`src/rtl/axis_disp_pkg.sv`:
```
// Shared types and constants for the axis BCD display sequencer.
// Optional AXIS_TEMP_SCAN_EN adds the temperature slot (sel=11) to the scan.
package axis_disp_pkg;

    typedef enum logic [2:0] {
        SETTLE,
        CAPTURE,
        CONVERT,
        PUBLISH,
        DWELL
    } state_t;

    localparam logic [1:0] SEL_X = 2'b00;
    localparam logic [1:0] SEL_Y = 2'b01;
    localparam logic [1:0] SEL_Z = 2'b10;
    localparam logic [1:0] SEL_T = 2'b11;

    localparam int BCD_DIGITS = 5;
    localparam int BIN_W      = 16;
    localparam int SR_W       = 36;
    localparam int CONV_ITERS = 16;

    // One double-dabble step: correct every BCD nibble, then shift left.
    function automatic logic [SR_W-1:0] dabble_step(input logic [SR_W-1:0] sr);
        logic [SR_W-1:0] t;
        t = sr;
        for (int d = 0; d < BCD_DIGITS; d++) begin
            if (t[BIN_W+4*d +: 4] >= 4'd5)
                t[BIN_W+4*d +: 4] = t[BIN_W+4*d +: 4] + 4'd3;
        end
        return {t[SR_W-2:0], 1'b0};
    endfunction

endpackage

```
`src/rtl/bin2bcd_iter.sv`:
```
// Iterative 16-bit binary to 5-digit BCD converter, one bit per cycle.
// done flags the cycle in which the final iteration is performed.
module bin2bcd_iter
    import axis_disp_pkg::*;
(
    input  logic                    clk,
    input  logic                    rst,
    input  logic                    load,
    input  logic [BIN_W-1:0]        bin,
    output logic                    busy,
    output logic                    done,
    output logic [4*BCD_DIGITS-1:0] bcd
);

    localparam logic [4:0] LAST_ITER = 5'(CONV_ITERS - 1);

    logic [SR_W-1:0] sr;
    logic [4:0]      iter;

    assign done = busy && (iter == LAST_ITER);
    assign bcd  = sr[SR_W-1:BIN_W];

    always_ff @(posedge clk or posedge rst) begin
        if (rst) begin
            sr   <= '0;
            iter <= '0;
            busy <= 1'b0;
        end else if (load) begin
            sr   <= {{(SR_W-BIN_W){1'b0}}, bin};
            iter <= '0;
            busy <= 1'b1;
        end else if (busy) begin
            sr   <= dabble_step(sr);
            iter <= iter + 5'd1;
            if (done)
                busy <= 1'b0;
        end
    end

endmodule

```
`src/rtl/axis_bcd_sequencer.sv`:
```
// Scans the gyro axes through the mux, converts each sample to sign+BCD
// and publishes it for a dwell time. AXIS_TEMP_SCAN_EN adds sel=11 (unsigned).
module axis_bcd_sequencer
    import axis_disp_pkg::*;
#(
    parameter int DWELL_CYCLES = 100000000
) (
    input  logic        clk,
    input  logic        rst,
    input  logic        en,
    input  logic [15:0] data,
    output logic [1:0]  sel,
    output logic [19:0] bcd,
    output logic        sign,
    output logic [1:0]  axis,
    output logic        valid
);

    localparam int            DW         = $clog2(DWELL_CYCLES + 1);
    localparam logic [DW-1:0] DWELL_LAST = DW'(DWELL_CYCLES - 1);

    state_t            state, state_n;
    logic [DW-1:0]     dwell_cnt;
    logic              sign_w;
    logic              sign_c;
    logic [BIN_W-1:0]  mag_c;
    logic [1:0]        sel_n;
    logic              load, publish, advance;
    logic              conv_busy, conv_done;
    logic [19:0]       conv_bcd;

    always_comb begin
        sign_c = data[15];
        mag_c  = data[15] ? (~data + 16'd1) : data;
`ifdef AXIS_TEMP_SCAN_EN
        if (sel == SEL_T) begin
            sign_c = 1'b0;
            mag_c  = data;
        end
        sel_n = sel + 2'd1;
`else
        sel_n = (sel == SEL_Z) ? SEL_X : sel + 2'd1;
`endif
    end

    always_comb begin
        state_n = state;
        load    = 1'b0;
        publish = 1'b0;
        advance = 1'b0;
        unique case (state)
            SETTLE:  state_n = CAPTURE;
            CAPTURE: begin
                load    = 1'b1;
                state_n = CONVERT;
            end
            CONVERT: if (conv_done || !conv_busy) state_n = PUBLISH;
            PUBLISH: begin
                publish = 1'b1;
                state_n = DWELL;
            end
            DWELL: if (en && dwell_cnt == DWELL_LAST) begin
                advance = 1'b1;
                state_n = SETTLE;
            end
            default: state_n = SETTLE;
        endcase
    end

    always_ff @(posedge clk or posedge rst) begin
        if (rst)
            state <= SETTLE;
        else
            state <= state_n;
    end

    always_ff @(posedge clk or posedge rst) begin
        if (rst) begin
            sel       <= SEL_X;
            bcd       <= '0;
            sign      <= 1'b0;
            axis      <= SEL_X;
            valid     <= 1'b0;
            sign_w    <= 1'b0;
            dwell_cnt <= '0;
        end else begin
            valid <= publish;
            if (load)
                sign_w <= sign_c;
            if (publish) begin
                bcd       <= conv_bcd;
                sign      <= sign_w;
                axis      <= sel;
                dwell_cnt <= '0;
            end else if (state == DWELL && en) begin
                dwell_cnt <= dwell_cnt + 1'b1;
            end
            if (advance)
                sel <= sel_n;
        end
    end

    bin2bcd_iter u_conv (
        .clk  (clk),
        .rst  (rst),
        .load (load),
        .bin  (mag_c),
        .busy (conv_busy),
        .done (conv_done),
        .bcd  (conv_bcd)
    );

endmodule

```
`config.mk`:
```
export PLATFORM = sky130hd
export DESIGN_NAME = axis_bcd_sequencer
export DESIGN_NICKNAME = d
export VERILOG_FILES = /design/src/rtl/axis_disp_pkg.sv /design/src/rtl/bin2bcd_iter.sv /design/src/rtl/axis_bcd_sequencer.sv
export SDC_FILE = /design/constraint.sdc
export NUM_CORES = 1
export LEC_CHECK = 0
export ABC_AREA = 1
export BUFFER_PORTS_ARGS = -buffer_cell sky130_fd_sc_hd__buf_2
export CAP_MARGIN = 20
export CORE_MARGIN = 8
export CORE_UTILIZATION = 30
export DETAILED_ROUTE_END_ITERATION = 12
export PLACE_DENSITY = 0.57
export SLEW_MARGIN = 20
export SYNTH_ARGS = -nofsm -noshare
export SYNTH_HDL_FRONTEND = slang
export SYNTH_SLANG_ARGS = --single-unit
```
`constraint.sdc`:
```
create_clock -name clk -period 9.2 [get_ports clk]
set_input_delay 2.76 -clock clk [delete_from_list [all_inputs] [get_ports clk]]
set_output_delay 2.76 -clock clk [all_outputs]
set_load 0.02 [all_outputs]
```
==> results.json <==
{
  "worst-setup-path-type": "flip-flop to output pin",
  "cts_setup_buffers": 0,
  "end_kind": "output pin",
  "syn_nets": 732,
  "clk_pin_slew_ps": 70,
  "ys_ff_latch": 99,
  "cp.arrival_ps": 950,
  "crit_chain": "buf_2",
  "antenna_found_initial": 0,
  "pwr-share-seq_pct": 52.6,
  "timing.rr.end": "bcd[7]$_DFFE_PP0P_",
  "placementRows": 48,
  "area_growth_pct": 13.61,
  "power_switching_w": 0.0002083,
  "swShare_pct": 23.92,
  "diodes": 0,
  "dieArea_sq_mm": 0.02227,
  "hp-class": "flip-flop to flip-flop",
  "post-route-util_pct": 34.97,
  "clock-sinks": 99,
  "post-place-ws_ps": 5145,
  "pwr-share-clk_pct": 41.2,
  "dr_total_vias": 4486,
  "critPathSlowestCell": "dfrtp_1",
  "worst_hold_path.endpoint": "axis[1]$_DFFE_PP0P_",
  "drv_cap": 0,
  "fin_crit_ps": 3706,
  "netlist_instances": 699,
  "synth_top_area_cell": "dfrtp_1",
  "worst_slack_ps": 5494,
  "path_max_fanout": 5,
  "vias_per_cell": 4.630,
  "fin_crit_sh_pct": 40.28,
  "yosysWarningCount": 0,
  "cp.required_ps": 6440,
  "htree_num_levels": 3,
  "cts_made_buffers": 9,
  "dieHeight_um": 149.2,
  "combinationalPowerShare_pct": 6.2,
  "final.fill_count": 1886,
  "avgSynthCellArea_sq_um": 7.616,
  "tns_ps": 0,
  "dp.cells": 954,
  "slew_headroom_pct": 48.40,
  "clockRootBuffer": "clkbuf_16",
  "finalMaxSlewViolations": 0,
  "synth.most_common_cell": "nand2_1",
  "path_buf_inv": 1,
  "holdWs_ps": 472.7,
  "async_flop_share_pct": 100.0,
  "wl_per_cell_um": 12.27,
  "place_congestion": 0.8271,
  "leakage_nw": 2.887,
  "cp_top_family": "flip-flops",
  "grt_first_pass_wirelength_um": 20990,
  "synth-edff-count": 0,
  "cts_hold_buf": 0,
  "hold_depth": 2,
  "clock_latency_ps": 350,
  "drive_above_1_share_pct": 11.96,
  "clock_skew_ps": 6.651,
  "synth_top_area_share_pct": 46.53,
  "core_sq_mm": 0.01730,
  "power.density_mw_per_mm2": 143.9,
  "reg2reg_from": "state[2]$_DFFE_PP0P_",
  "crit_path_start": "sel[1]$_DFFE_PP0P_",
  "max_freq_ghz": 0.2698,
  "slowest_delay_ps": 410,
  "grt-ovfl-total": 0,
  "p_int_w": 0.0006623,
  "worst_pin_slew_ps": 774.0,
  "synth_common_cells": "nand2_1, dfrtp_1, inv_1",
  "seq_area_frac_synth_pct": 46.53,
  "status": "complete, no violations",
  "r2r_setup_slack_ps": 7240,
  "ir_drop_uv": 88.36,
  "hold_viol": 0,
  "ff2ff_path_depth": 5,
  "drc": 0,
  "ys_top_cells_by_area": "dfrtp_1, nand2_1, inv_1",
  "cts_tree": "done",
  "io_buffers": 44,
  "initial_utilization_pct": 30.78,
  "ys.flop_type": "dfrtp_1",
  "detail_route.first_pass.iterations": 4,
  "nNetsFinal": 773,
  "cts_resized": 0,
  "routed_wl_um": 11890,
  "drt_iter0_markers": 240,
  "synth_area_sq_mm": 0.005324,
  "antenna_left": 0,
  "setup_violations": 0,
  "grt_pass1_vias": 4345,
  "grt_usage_pct": 11.51,
  "hpwl_um": 8646,
  "fin_cells": 969,
  "hold_path_startpoint": "axis[1]$_DFFE_PP0P_",
  "yosysUniqueCellTypes": 34,
  "io_pins": 45,
  "grt_max_degree": 64,
  "setup.worst_path.start_class": "flip-flop",
  "clock_path_buffers": 2,
  "rsz0062_at_grt": "false",
  "die_w_um": 149.2
}
-- power groups by stage --
stage          sequential, W  clock (W)  combinational, W
2_1_floorplan       0.000463          0         0.0000405
3_3_place_gp        0.000465          0         0.0000545
3_5_place_dp        0.000466          0         0.0000557
4_1_cts             0.000458   0.000374         0.0000556
5_1_grt             0.000460   0.000390         0.0000648
6_report            0.000458   0.000359         0.0000540
-- cells in the final DEF, fill, tap and decap left out, drive strengths merged, types with 4 or more instances in the layout --
cell    synthesis  routed
a21oi          23      23
buf            12      46
clkbuf          4      12
dfrtp          99      99
ha             14      14
inv           104     104
nand2         171     171
nand3          47      47
nand4          17      17
nor2           95      95
nor3            8       8
o211ai          4       4
o21ai          68      68
o21bai          4       4
o221ai          4       4
o22ai          11      11
o32ai           4       4
-- state kept, by name, indices dropped and copies added (netlist names) --
| register | flops |
|---|---|
| axis | 2 |
| bcd | 20 |
| dwell_cnt | 27 |
| sel | 2 |
| sign | 1 |
| sign_w | 1 |
| state | 3 |
| u_conv.busy | 1 |
| u_conv.iter | 5 |
| u_conv.sr | 36 |
| valid | 1 |
-- worst register-to-register path, stage by stage, from the launching register on --
cell     delay [ps]
dfrtp_1         430
inv_1           140
nand3_2         580
buf_4           500
nand2_1         100
o21ai_0          90
-- area by class of cell --
cell class | instances | area, sq um | share of cell area [%]
well taps | 225 | 281.5 | 4.655
clock inverters | 3 | 23.77 | 0.3930
repair buffers | 46 | 235.2 | 3.889
multi-input cells | 480 | 2381 | 39.37
clock buffers | 12 | 256.5 | 4.241
inverters | 104 | 392.9 | 6.496
flip-flops and latches | 99 | 2477 | 40.96
-- how the worst max path moves through the flow --
stage          cells past startpoint  slack, ps                        end
6_report                           1       5490                     sel[1]
2_1_floorplan                      1       3850        axis[0]$_DFFE_PP0P_
4_1_cts                            1       5470                     sel[1]
3_3_place_gp                       3       5120   u_conv.sr[0]$_DFFE_PP0P_
3_5_place_dp                       3       5150  dwell_cnt[16]$_DFFE_PP0P_
5_1_grt                            9       5340  u_conv.sr[12]$_DFFE_PP0P_
-- routing by layer --
layer / global-route usage (%) / vias to the layer above / part of all wire (%)
met3: 3.004 / 11 / 4.1
met5: 0 / - / 0
met2: 18.62 / 60 / 45
met1: 14.83 / 2071 / 49
li1: - / 2344 / -
met4: 3.281 / 0 / 1.1
-- cell families (layout without fill, tap and decap cells) --
group	after synthesis	after routing	synth area share (%)
AO/OA/AOI/OAI	121	121	12.76
AND/OR/NAND/NOR	342	342	28.18
XOR/XNOR	3	3	0.4936
buffers and inverters	120	165	8.743
adder cells (fa/ha/maj)	14	14	3.290
flip-flops	99	99	46.53
-- per-stage QoR --
stage               power (W)  instance area, sq um
CTS                 0.0008869                  6048
global route        0.0009145                  6048
floorplan           0.0005031                  5324
finish              0.0008706                  6048
global placement    0.0005197                  5768
detailed placement  0.0005213                  5768
Note: power is estimated with default switching activity, not from simulation.
